--- src/rtl/mac_result_packer.sv ---
// Applies ReLU to MAC dot_product results, packs LANES of them per word and buffers the words
// in a FIFO for a valid/ready write-back stream. Define LEAKY_RELU_EN for leaky ReLU (alpha=1/8).
module mac_result_packer #(
    parameter int unsigned DATA_W = 16,
    parameter int unsigned LANES  = 4,
    parameter int unsigned DEPTH  = 8,
    parameter int unsigned ADDR_W = 3
) (
    input  logic                       clk,
    input  logic                       rst_n,
    input  logic                       clr,
    input  logic                       in_valid,
    input  logic [DATA_W-1:0]          in_data,
    output logic                       in_ready,
    input  logic                       flush,
    output logic                       out_valid,
    output logic [DATA_W*LANES-1:0]    out_data,
    input  logic                       out_ready,
    output logic [ADDR_W:0]            fifo_count,
    output logic                       overflow
);

    localparam int unsigned LANE_W = (LANES > 1) ? $clog2(LANES) : 1;
    localparam int unsigned OUT_W  = DATA_W * LANES;
    localparam int unsigned CNT_W  = ADDR_W + 1;

    logic [DATA_W-1:0] r_lanes [LANES];
    logic [OUT_W-1:0]  r_mem   [DEPTH];
    logic [LANE_W-1:0] r_lane_cnt;
    logic [ADDR_W-1:0] r_wr_ptr;
    logic [ADDR_W-1:0] r_rd_ptr;
    logic [CNT_W-1:0]  r_count;
    logic              r_overflow;

    logic [DATA_W-1:0] w_act;
    logic [OUT_W-1:0]  w_word;
    logic              w_lane_last;
    logic              w_full;
    logic              w_accept;
    logic              w_pop;
    logic              w_push_full;
    logic              w_push_flush;
    logic              w_push;
    logic [LANE_W-1:0] w_lane_cnt_nxt;
    logic [ADDR_W-1:0] w_wr_ptr_nxt;
    logic [ADDR_W-1:0] w_rd_ptr_nxt;
    logic [CNT_W-1:0]  w_count_nxt;
    logic              w_overflow_nxt;

    // Activation function
    always_comb begin
`ifdef LEAKY_RELU_EN
        w_act = in_data[DATA_W-1] ? DATA_W'($signed(in_data) >>> 3) : in_data;
`else
        w_act = in_data[DATA_W-1] ? '0 : in_data;
`endif
    end

    // Handshakes, push decision and the word to push (unfilled lanes read as zero)
    always_comb begin
        w_lane_last  = (r_lane_cnt == LANE_W'(LANES - 1));
        w_full       = (r_count == CNT_W'(DEPTH));
        in_ready     = !(w_lane_last && w_full);
        out_valid    = (r_count != '0);
        out_data     = out_valid ? r_mem[r_rd_ptr] : '0;
        fifo_count   = r_count;
        overflow     = r_overflow;
        w_accept     = in_valid && in_ready;
        w_pop        = out_valid && out_ready;
        w_push_full  = w_accept && w_lane_last;
        w_push_flush = flush && !w_push_full && !w_full && ((r_lane_cnt != '0) || w_accept);
        w_push       = w_push_full || w_push_flush;
        w_word       = '0;
        for (int i = 0; i < int'(LANES); i++) begin
            if (w_accept && (LANE_W'(i) == r_lane_cnt)) begin
                w_word[i*DATA_W +: DATA_W] = w_act;
            end else if (LANE_W'(i) < r_lane_cnt) begin
                w_word[i*DATA_W +: DATA_W] = r_lanes[i];
            end
        end
    end

    // Next-state logic
    always_comb begin
        w_lane_cnt_nxt = r_lane_cnt;
        w_wr_ptr_nxt   = r_wr_ptr;
        w_rd_ptr_nxt   = r_rd_ptr;
        w_count_nxt    = r_count;
        w_overflow_nxt = r_overflow || (in_valid && !in_ready);
        if (w_push) begin
            w_lane_cnt_nxt = '0;
            w_wr_ptr_nxt   = r_wr_ptr + ADDR_W'(1);
        end else if (w_accept) begin
            w_lane_cnt_nxt = r_lane_cnt + LANE_W'(1);
        end
        if (w_pop) begin
            w_rd_ptr_nxt = r_rd_ptr + ADDR_W'(1);
        end
        case ({w_push, w_pop})
            2'b10:   w_count_nxt = r_count + CNT_W'(1);
            2'b01:   w_count_nxt = r_count - CNT_W'(1);
            default: w_count_nxt = r_count;
        endcase
        if (clr) begin
            w_lane_cnt_nxt = '0;
            w_wr_ptr_nxt   = '0;
            w_rd_ptr_nxt   = '0;
            w_count_nxt    = '0;
            w_overflow_nxt = 1'b0;
        end
    end

    always_ff @(posedge clk or negedge rst_n) begin
        if (!rst_n) begin
            r_lane_cnt <= '0;
            r_wr_ptr   <= '0;
            r_rd_ptr   <= '0;
            r_count    <= '0;
            r_overflow <= 1'b0;
        end else begin
            r_lane_cnt <= w_lane_cnt_nxt;
            r_wr_ptr   <= w_wr_ptr_nxt;
            r_rd_ptr   <= w_rd_ptr_nxt;
            r_count    <= w_count_nxt;
            r_overflow <= w_overflow_nxt;
        end
    end

    // Data storage needs no reset: lane masking and out_valid gate stale contents
    always_ff @(posedge clk) begin
        if (w_accept && !clr) begin
            r_lanes[r_lane_cnt] <= w_act;
        end
        if (w_push && !clr) begin
            r_mem[r_wr_ptr] <= w_word;
        end
    end

endmodule

--- config.mk ---
export PLATFORM = sky130hd
export DESIGN_NAME = mac_result_packer
export DESIGN_NICKNAME = d
export VERILOG_FILES = /design/src/rtl/mac_result_packer.sv
export SDC_FILE = /design/constraint.sdc
export NUM_CORES = 1
export LEC_CHECK = 0
export ABC_AREA = 1
export BUFFER_PORTS_ARGS = -buffer_cell sky130_fd_sc_hd__buf_4
export CORE_MARGIN = 3
export CORE_UTILIZATION = 45
export DETAILED_ROUTE_END_ITERATION = 8
export HOLD_SLACK_MARGIN = 0.03
export PLACE_DENSITY_LB_ADDON = 0.2
export SLEW_MARGIN = 10
export SYNTH_ARGS = -nofsm -noshare
export SYNTH_HDL_FRONTEND = slang
export SYNTH_SLANG_ARGS = --single-unit
--- constraint.sdc ---
create_clock -name clk -period 5.2 [get_ports clk]
set_input_delay 1.3 -clock clk [delete_from_list [all_inputs] [get_ports clk]]
set_output_delay 1.3 -clock clk [all_outputs]
set_load 0.02 [all_outputs]
# Yosys cells after proc, flatten, opt, wreduce, memory -nomap -nowiden

Memory sizes are Yosys's and may differ from the RTL's.
Index checks and enable logic that the tools add are counted.

Add/subtract/negate cells: 5
Order comparisons: 4
Equality and inequality tests: 7
Muxes and demuxes: 24
Reductions and logical operators: 28

Operator list:

| cell                  | number |
|---|---|
| $mux W16              | 8 |
| $mux W64              | 1 |
| $mux W15              | 1 |
| $logic_and A1 B1 Y1   | 14 |
| $mux W3               | 4 |
| $pmux W4 S2           | 1 |
| $add A3 B1 Y3 const B | 2 |
| $mux W2               | 3 |
| $reduce_bool A2 Y1    | 3 |
| $reduce_bool A3 Y1    | 2 |
| $mux W1               | 5 |
| $add A4 B1 Y4 const B | 1 |
| $eq A2 B2 Y1 const A  | 2 |
| $eq A2 B2 Y1 const B  | 2 |
| $eq A4 B4 Y1 const B  | 1 |
| $logic_not A1 Y1      | 4 |
| $lt A1 B2 Y1 const A  | 2 |
| $lt A2 B2 Y1 const A  | 2 |
| $mux W4               | 1 |
| $reduce_bool A4 Y1    | 1 |
| $sub A4 B1 Y4 const B | 1 |
| $logic_or A1 B1 Y1    | 3 |
| $add A2 B1 Y2 const B | 1 |
| $eq A1 B2 Y1 const A  | 1 |
| other kinds (2)       | 2 |

Register bits: 13
Bits in writable memories: 572
Input bits: 22
Output and inout port bits: 71
Word-level logic and storage cells: 75
Memories kept: 2

Memory list:

| name    | words | bits a word | rd ports | clocked after memory_dff | write ports | line | source |
|---|---|---|---|---|---|---|---|
| r_mem   | 8     | 64          | 1        | 0                        | 1           | 28   | `logic [OUT_W-1:0] r_mem [DEPTH];` |
| r_lanes | 4     | 15          | 4        | 0                        | 1           | 27   | `logic [DATA_W-1:0] r_lanes [LANES];` |

# Depth between registers and ports, before layout

Word-level depth: 13
Mapped depth: 17
Mapped depth without buffers: 16

# Least setup slack after synthesis

No wires, ideal clock.

Path type: input to register
From: in in_valid
To: mem r_mem[0][0] (netlist name), enable pin
Setup time: 0.478 ns
Arrival time: 4.359 ns
Data required time: 4.722 ns
Path slack: 0.363 ns
Stages: 6
Buffers on the path: 0
Path through: nand3_4 nand2_2 nand2_4 nor2_1 nand2_1 nor2_1

Longest elaborated chain between the ends: 10
Elaborated cells on any way between the ends: 11
Classes of those cells: 2 x mux; 9 x reduce/logical

RTL lines:

| what                              | line | source |
|---|---|---|
| from (decl)                       | 12   | `input logic in_valid,` |
| $logic_and A1 B1 Y1 *             | 68   | `w_accept = in_valid && in_ready;` |
| $logic_and A1 B1 Y1               | 70   | `w_push_full = w_accept && w_lane_last;` |
| $logic_not A1 Y1                  | 71   | `w_push_flush = flush && !w_push_full && !w_full && ((r_lane_cnt != '0) \|\| w_accept);` |
| $logic_and A1 B1 Y1 (3 in series) | 71   |  |
| $logic_or A1 B1 Y1 *              | 72   | `w_push = w_push_full \|\| w_push_flush;` |
| $logic_and A1 B1 Y1 *             | 134  | `if (w_push && !clr) begin` |
| $mux W1 *                         | 134  |  |
| $mux W1 (not written as such) *   | 135  | `r_mem[r_wr_ptr] <= w_word;` |
| to (decl)                         | 28   |  |

Every way passes the cells marked *; elsewhere a longest branch is shown, timed or not.

# Worst setup path after layout

From: reg r_rd_ptr[0]
To: out out_data[2]

Longest elaborated chain between the ends: 2

RTL lines:

| what                   | line | source |
|---|---|---|
| from (decl)            | 31   | `logic [ADDR_W-1:0] r_rd_ptr;` |
| from (signal assigned) | 123  | `r_rd_ptr <= w_rd_ptr_nxt;` |
| $mem_v2 Z8 W64         | n/a  |  |
| $mux W64               | 65   | `out_data = out_valid ? r_mem[r_rd_ptr] : '0;` |
| to (decl)              | 17   | `output logic [DATA_W*LANES-1:0] out_data,` |

Every way passes these cells.

==> flow_summary.yaml <==
min_path:
  whs_path_depth: 2
  hold_end: "overflow"
  hold_path_class: "reg2reg"
  min_from: "overflow"
placement:
  port_buffers: 88
  hpwl_mm: 28.59
  dp.cells: 2308
  place_ws_ns: 1.332
  gp_congestion: 0.8269
  place_area_sq_um: 22920
flow_run:
  max-cap-violations: 0
pwr:
  cellInternalPower_mw: 8.062
  clkPwrFrac_pct: 30.9
  leakage_nw: 8.584
  swShare_pct: 32.60
  power.density_nw_per_um2: 486.1
  p_sw_mw: 3.900
  power.total_mw: 11.96
  p_comb_share_pct: 27.9
  power_frac_seq_pct: 41.2
  peakVddDrop_mv: 0.3835
synthesis:
  synth_async_sr_flop_share_pct: 2.416
  synth_most_common_cell: "edfxtp_1"
  synthDistinctLibCells: 33
  synth_edf_count: 525
  syn_area_per_cell_sq_um: 12.76
  synthFlopType: "edfxtp_1"
  seq_area_frac_synth_pct: 74.75
  ys_warn_count: 0
  netlist.area_leader.share_pct: 73.23
  syn_inst: 1687
  yosys.area.top_type: "edfxtp_1"
  ys_ff_latch: 538
  syn-cell-area_sq_um: 21530
  ys_top_cells_by_count: "edfxtp_1, nor2_1, o21ai_0"
  synth_area_leaders: "edfxtp_1, o21ai_0, nor2_1"
grt:
  grt_use_total_pct: 20.86
  antenna_found_initial: 1
  grt_pass1_vias: 13230
  grt-ovfl-total: 0
  grt_max_degree: 126
  grt_pass1_wl_mm: 80.12
critical_path:
  rrSetupSlack_ns: 1.43
  cp_slowest_cell: "dfrtp_4"
  critPathArrivalTime_ns: 3.22
  rr_worst_depth: 8
  path_cells: "inv_6 > buf_4 > nor2_1 > o22ai_1 > o21ai_0 > a31oi_1 > buf_4"
  cp_slowest_stage_delay_ns: 0.69
  crit_path_start_kind: "flop"
  cp_max_fo: 118
  required_ns: 3.90
  crit_family: "buffers and inverters"
  end_kind: "output port"
  path_class: "reg2out"
  reg2reg_from: "r_lane_cnt[1]"
  cp_num_buf_inv: 3
  path_common_cell: "buf_4"
  rr_endpoint: "r_mem[5][26]"
clock_network:
  post_cts_buffers: 0
  hold_buffers: 0
  tritoncts: "built"
  numClockSinks: 538
  numCtsBuffers: 55
  insertion_delay_ns: 0.60
  cts_resized: 0
  clkTransAtPathRegs_ns: 0.06
  cts_root_buffer: "clkbuf_16"
  htree_levels: 2
  clockBufferDepth: 3
layout:
  fin_util_pct: 52.52
  drive_gt1_share_pct: 13.15
  layout.cells.non_filler: 2409
  fin_area_sq_um: 24610
  antenna_cells: 0
  final_net_count: 1789
  syn_to_final_growth_pct: 14.31
timing:
  fmax_mhz: 221.3
  hold_viol_final: 0
  rsz0062_at_grt: "no"
  tightest_slew_ns: 1.202
  drv_slew: 0
  hold-worst-slack_ns: 0.5266
  skew_ns: 0.01609
  worst_slack_ns: 0.6805
  setup_viol: 0
  fin_crit_sh_pct: 86.91
  min_period_ns: 4.520
  setup_tns_ns: 0
  relSlewSlack_pct: 19.02
drt:
  wl_mm: 52.42
  via_per_inst: 5.632
  drc: 0
  wire_per_inst_microns: 21.76
  num_vias: 13570
  ant_nets: 0
  firstDrtPassIters: 7
  drt_iter0_markers: 1336
floorplanning:
  initial_utilization_pct: 45.95
  boundaryPins: 93
  die_y_microns: 224.7
  die_area_sq_um: 50500
  fp.dieW_microns: 224.7
  core_sq_um: 46850
  row_count: 79
status:
  status: "completed"
[cells in the final DEF, fill, tap and decap left out, types with 2 or more instances in the layout]
master / instances
a31oi_1: 60
inv_4: 3
clkbuf_8: 4
clkinv_4: 2
conb_1: 4
clkinv_2: 9
ha_1: 9
inv_1: 47
a21oi_1: 5
dfrtp_1: 11
inv_2: 3
nand3_1: 34
nand2_2: 6
o22ai_1: 76
nand3_2: 3
o21ai_0: 312
dfrtp_4: 2
nor2_1: 380
nand3_4: 2
nand2_4: 2
clkinv_1: 13
buf_12: 10
o21ai_1: 25
nand4_1: 2
clkbuf_16: 57
buf_4: 118
nand2_1: 45
clkinvlp_4: 2
edfxtp_1: 525
clkbuf_1: 13
nor2_4: 10
[worst reg2reg max path: stages (launching register included)]
cell,delay [ns]
dfrtp_1,0.86
inv_1,0.15
ha_1,0.52
nand2_2,0.21
nand2_4,0.10
nor2_1,0.18
nand2_1,0.26
nor2_4,0.85
buf_12,0.31
[sequential cells by signal (all words and copies together) (netlist names)]
name,count
fifo_count,4
overflow,1
r_lane_cnt,2
r_lanes,45
r_mem,480
r_rd_ptr,3
r_wr_ptr,3
[cell families (layout without fill, tap and decap cells)]
kind of cell               Yosys count  after routing  synth area share (%)
AOI/OAI and AO/OA                  479            479                 11.94
xor gates and xnor gates             2              2               0.08139
adders and majority gates            9              9                0.5231
buffers and inverters              171            283                 3.464
DFF                                538            538                 74.75
other                                1              4               0.01742
and+or+nand+nor                    487            487                 9.230
[final cells by class]
cell class / count / area (sq um)
clock buffers: 74 / 1530
inverters: 54 / 215.2
multi-input cells: 981 / 4762
repair buffers: 128 / 1086
well taps: 607 / 759.5
clock inverters: 27 / 156.4
flip-flops and latches: 538 / 16100
fillers: 3985 / 22250
[per-layer routing]
metal	vias up	share of wire (%)	global-route usage, %
li1	6303	-	-
met4	0	2.0	5.659
met2	451	45	32.23
met5	-	0	0
met1	6738	46	30.87
met3	76	6.3	3.654
[worst max path at each step]
stage | start | endpoint | slack [ns] | cells after the start
2_1_floorplan | in_valid | r_mem[0][0] | 0.36 | 6
3_3_place_gp | r_rd_ptr[0] | out_data[57] | 1.33 | 7
3_5_place_dp | r_rd_ptr[0] | out_data[60] | 1.33 | 7
4_1_cts | r_rd_ptr[0] | out_data[57] | 0.67 | 7
5_1_grt | r_rd_ptr[0] | out_data[3] | 0.45 | 7
6_report | r_rd_ptr[0] | out_data[2] | 0.68 | 7
[power groups by stage]
stage | clock [mW] | sequential (mW) | combinational (mW)
floorplan | 0 | 5.00 | 2.12
global placement | 0 | 5.02 | 3.34
detailed placement | 0 | 5.02 | 3.36
CTS | 3.75 | 4.93 | 3.37
global route | 3.94 | 4.94 | 3.67
finish | 3.70 | 4.93 | 3.33
Note: power is estimated with default switching activity, not from simulation.
